==> src/rtl/cronometro_lap_ctrl.sv <==
// Stopwatch time base (BCD MM:SS:CC) and lap-capture write sequencer
// feeding the write side of the 16-entry lap register file.
module cronometro_lap_ctrl #(
  parameter int unsigned TICKS_PER_CS = 500000
) (
  input  logic        clk,
  input  logic        rst_n,
  input  logic        start_stop,
  input  logic        lap,
  input  logic        clear,
  output logic [23:0] time_bcd,
  output logic        running,
  output logic [3:0]  wr_addr,
  output logic [23:0] wr_data,
  output logic        wr_en,
  output logic [4:0]  lap_count,
  output logic        full,
  output logic        busy
);

  localparam int unsigned PW = $clog2(TICKS_PER_CS);
  localparam logic [PW-1:0] PS_LAST = PW'(TICKS_PER_CS - 1);

  typedef enum logic [1:0] {
    IDLE,
    SETUP,
    STROBE,
    HOLD
  } state_t;

  state_t        state;
  logic [PW-1:0] prescaler;
  logic          lap_ok;
  logic          clr_ok;

  // Digit order from bit 0: cs units, cs tens, s units, s tens, m units, m tens.
  function automatic logic [3:0] digit_max(input int unsigned idx);
    return (idx == 3 || idx == 5) ? 4'd5 : 4'd9;
  endfunction

  function automatic logic [23:0] bcd_inc(input logic [23:0] t);
    logic [23:0] n;
    logic        carry;
    n     = t;
    carry = 1'b1;
    for (int unsigned i = 0; i < 6; i++) begin
      if (carry) begin
        if (t[i*4 +: 4] >= digit_max(i)) begin
          n[i*4 +: 4] = '0;
        end else begin
          n[i*4 +: 4] = t[i*4 +: 4] + 4'd1;
          carry       = 1'b0;
        end
      end
    end
    return n;
  endfunction

  always_comb begin
    lap_ok = lap && running && (state == IDLE) && !full;
    clr_ok = clear && !running && (state == IDLE);
  end

  always_ff @(posedge clk or negedge rst_n) begin
    if (!rst_n) begin
      state     <= IDLE;
      prescaler <= '0;
      time_bcd  <= '0;
      running   <= 1'b0;
      wr_addr   <= '0;
      wr_data   <= '0;
      wr_en     <= 1'b0;
      lap_count <= '0;
      full      <= 1'b0;
      busy      <= 1'b0;
    end else begin
      if (start_stop) begin
        running <= !running;
      end

      // Prescaler holds while stopped so a pause keeps the sub-cs fraction.
      if (clr_ok) begin
        prescaler <= '0;
        time_bcd  <= '0;
      end else if (running) begin
        if (prescaler == PS_LAST) begin
          prescaler <= '0;
          time_bcd  <= bcd_inc(time_bcd);
        end else begin
          prescaler <= prescaler + 1'b1;
        end
      end

      wr_en <= 1'b0;
      unique case (state)
        IDLE: begin
          if (lap_ok) begin
            state   <= SETUP;
            busy    <= 1'b1;
            wr_addr <= lap_count[3:0];
            wr_data <= time_bcd;
          end else if (clr_ok) begin
            lap_count <= '0;
            full      <= 1'b0;
            wr_addr   <= '0;
            wr_data   <= '0;
          end
        end
        SETUP: begin
          state <= STROBE;
          wr_en <= 1'b1;
        end
        STROBE: begin
          state <= HOLD;
        end
        HOLD: begin
          state     <= IDLE;
          busy      <= 1'b0;
          lap_count <= lap_count + 5'd1;
          full      <= (lap_count == 5'd15);
        end
      endcase
    end
  end

endmodule

==> config.mk <==
export PLATFORM = sky130hd
export DESIGN_NAME = cronometro_lap_ctrl
export DESIGN_NICKNAME = d
export VERILOG_FILES = /design/src/rtl/cronometro_lap_ctrl.sv
export SDC_FILE = /design/constraint.sdc
export NUM_CORES = 1
export LEC_CHECK = 0
export ABC_AREA = 1
export CAP_MARGIN = 30
export CELL_PAD_IN_SITES_DETAIL_PLACEMENT = 1
export CELL_PAD_IN_SITES_GLOBAL_PLACEMENT = 1
export CORE_UTILIZATION = 40
export CTS_CLUSTER_DIAMETER = 120
export DETAILED_ROUTE_END_ITERATION = 6
export HOLD_SLACK_MARGIN = 0.08
export PLACE_DENSITY = 0.77
export SYNTH_ARGS = -nofsm -noshare
export SYNTH_HDL_FRONTEND = slang
export SYNTH_SLANG_ARGS = --single-unit
==> constraint.sdc <==
create_clock -name clk -period 1.8 [get_ports clk]
set_input_delay 0.18 -clock clk [delete_from_list [all_inputs] [get_ports clk]]
set_output_delay 0.18 -clock clk [all_outputs]
set_load 0.005 [all_outputs]
==> flow_metrics.tcl <==
set metrics [dict create \
    fmax_mhz 578 \
    fp.dieH_um 106 \
    slew_headroom 0.788 \
    synth_cell_types 32 \
    first_pass_iters 4 \
    synth_area_per_cell_um2 8.16 \
    yosysWarnings 0 \
    final_util 0.556 \
    critical_path.top_delay_family "buffers and inverters" \
    cts_made_buffers 9 \
    slew_violations 0 \
    dieArea_um2 11300 \
    synth.top_cell.area_share 0.470 \
    wire_per_inst_um 16.3 \
    area_delta_synth_final_pct 33.3 \
    grt_max_degree 43 \
    clk_latency_ns 0.37 \
    initial_core_util 0.417 \
    cts_tree "done" \
    core_area_um2 10500 \
    clk_pin_slew_ns 0.09 \
    path_common_cell "buf_4" \
    power.total_mw 8.09 \
    synthTopCellsByArea "dfrtp_1 47%, nand2_1 9.3%, nand3_1 7.9%" \
    dieWidth_um 106 \
    maxCapViolCount 0 \
    critPathMaxFanout 4 \
    hold_class "input pin to asynchronous set/reset pin" \
    syn_nets 565 \
    period_minus_slack_ns 1.73 \
    port_buffers 65 \
    ys_ff_latch 82 \
    slowest_delay_ns 0.50 \
    tightest_slew_ns 0.318 \
    endpoint_kind "output pin" \
    routed_via_density 5.16 \
    arrival_ns 1.55 \
    antenna_found_initial 0 \
    placementRows 37 \
    grt_pass1_wl_um 20700 \
    p_per_area_nw_per_um2 1390 \
    clock-root-buffer "clkbuf_8" \
    hold_viol 0 \
    finalSetupViolCount 0 \
    final_antenna_net_count 0 \
    io-pin-count 66 \
    synthesis.area_um2 4370 \
    power.leakage_nw 2.76 \
    post-route-period-util 0.962 \
    drc 0 \
    routed_wl_um 12700 \
    dp_slack_ns -0.0974 \
    critPathSlowestCell "clkdlybuf4s50_1" \
    path_cells "buf_4 > buf_4 > clkdlybuf4s50_1" \
    cts.sinks 82 \
    first_iter_violations 152 \
    placedCellCount 754 \
    grtUsageTotal 0.234 \
    crit_buf_inv 3 \
    grt_pass1_vias 4189 \
    globalRouteOverflowTotal 0 \
    cp-start-kind "flip-flop" \
    peakVddDrop_mv 0.667 \
    seq_area_frac_synth 0.470 \
    status "complete, no violations" \
    vias 4043 \
    gp_congestion 0.860 \
    clockBufferDepth 2 \
    n_antenna_cell 0 \
    setup-tns-final_ns 0 \
    dp_hpwl_um 9100 \
    postLayoutSetupSlackWorst_ns 0.0693 \
    worstPathRequired_ns 1.62 \
    nNetsFinal 672 \
    synth_top_area_cell "dfrtp_1" \
    htreeDepth 3 \
    skew_ns 0.0109 \
    crit_type "flip-flop to output pin" \
    synth_cells 535 \
    fin_cells 783 \
    layout-drive-gt1-share 0.167 \
]
## per-stage QoR
stage,hold WS (ns),instance area (µm²)
2_1_floorplan,-0.116,4370
3_3_place_gp,0.0475,5400
3_5_place_dp,0.0510,5400
4_1_cts,0.199,5690
5_1_grt,0.216,5820
6_report,0.204,5820
## path summary, 6_finish.rpt
path                              from           end  slack, ns  depth (start not counted)
max                        time_bcd[0]   time_bcd[0]       0.07                          3
min                              rst_n         wr_en       0.20                          2
max reg2reg                time_bcd[1]  time_bcd[16]       0.09                         11
min reg2reg                wr_data[22]   wr_data[22]       0.52                          2
max in group asynchronous        rst_n   wr_data[22]       1.07                          3
min in group clk            start_stop       running       0.49                          2
## placed cells by master (no fill, tap or decap), drive strengths merged, types with 2 or more instances in the layout
cell           count
a21oi             12
buf               46
bufinv             2
clkbuf            10
clkdlybuf4s50     64
clkinv             4
dfrtp             82
ha                25
inv               64
nand2            112
nand3             72
nand4              4
nor2              65
nor3              13
o21ai             51
xnor2              5
xor2              10
## report_power, final
| group | leakage [nW] | internal (mW) | switching (mW) | total, mW |
|---|---|---|---|---|
| Combinational | 1.56 | 1.82 | 1.96 | 3.78 |
| Sequential | 1.09 | 2.32 | 0.478 | 2.80 |
| Clock | 0.110 | 0.787 | 0.724 | 1.51 |
## layout make-up
cell class	instances	area, µm²
sequential	82	2050
clock buffer	10	128
multi-input combinational	374	2080
inverter	64	240
timing repair buffer	111	1060
tap	136	170
clock inverter	6	91.3
fill	1280	4640
## metal layers
metal  routed length (µm)  share of wire  up-vias  track usage
met5                    0              0        -            0
met4                  220          0.017        0       0.0930
met3                  293          0.023       20       0.0282
met2                 6650           0.52       69        0.404
met1                 5590           0.44     2023        0.297
li1                     -              -     1931            -
## cell families (layout without fill, tap and decap cells)
family,Yosys count,in the layout,share of synthesized area
and+or+nand+nor,267,267,0.270
AOI/OAI and AO/OA,67,67,0.0823
DFF,82,82,0.470
adders and majority gates,25,25,0.0717
buffers and inverters,79,191,0.0760
xor gates and xnor gates,15,15,0.0301
## flip-flops by register name (all words and copies together), names as in the netlist
signal	count
wr_addr	4
wr_en	1
prescaler	19
wr_data	24
running	1
lap_count	5
time_bcd	24
busy	1
state	2
full	1
## Yosys cell counts (all sizes together)
cell type / instances
nand4: 4
a21oi: 12
buf: 12
a22oi: 1
inv: 64
or2: 1
xnor2: 5
nor3: 13
o21a: 1
o21ai: 51
dfrtp: 82
ha: 25
xor2: 10
nand3: 72
o22ai: 1
nand2: 112
clkbuf: 3
o21bai: 1
nor2: 65
## what timing repair did
item,in CTS,in global routing
gates cloned,0,0
resized for setup,5,30
hold buffers,1,0
setup endpoints to repair,26,49
pin swaps,1,8
setup buffers,4,8
hold endpoints to repair,82,0
(Power assumes the default switching activity.)
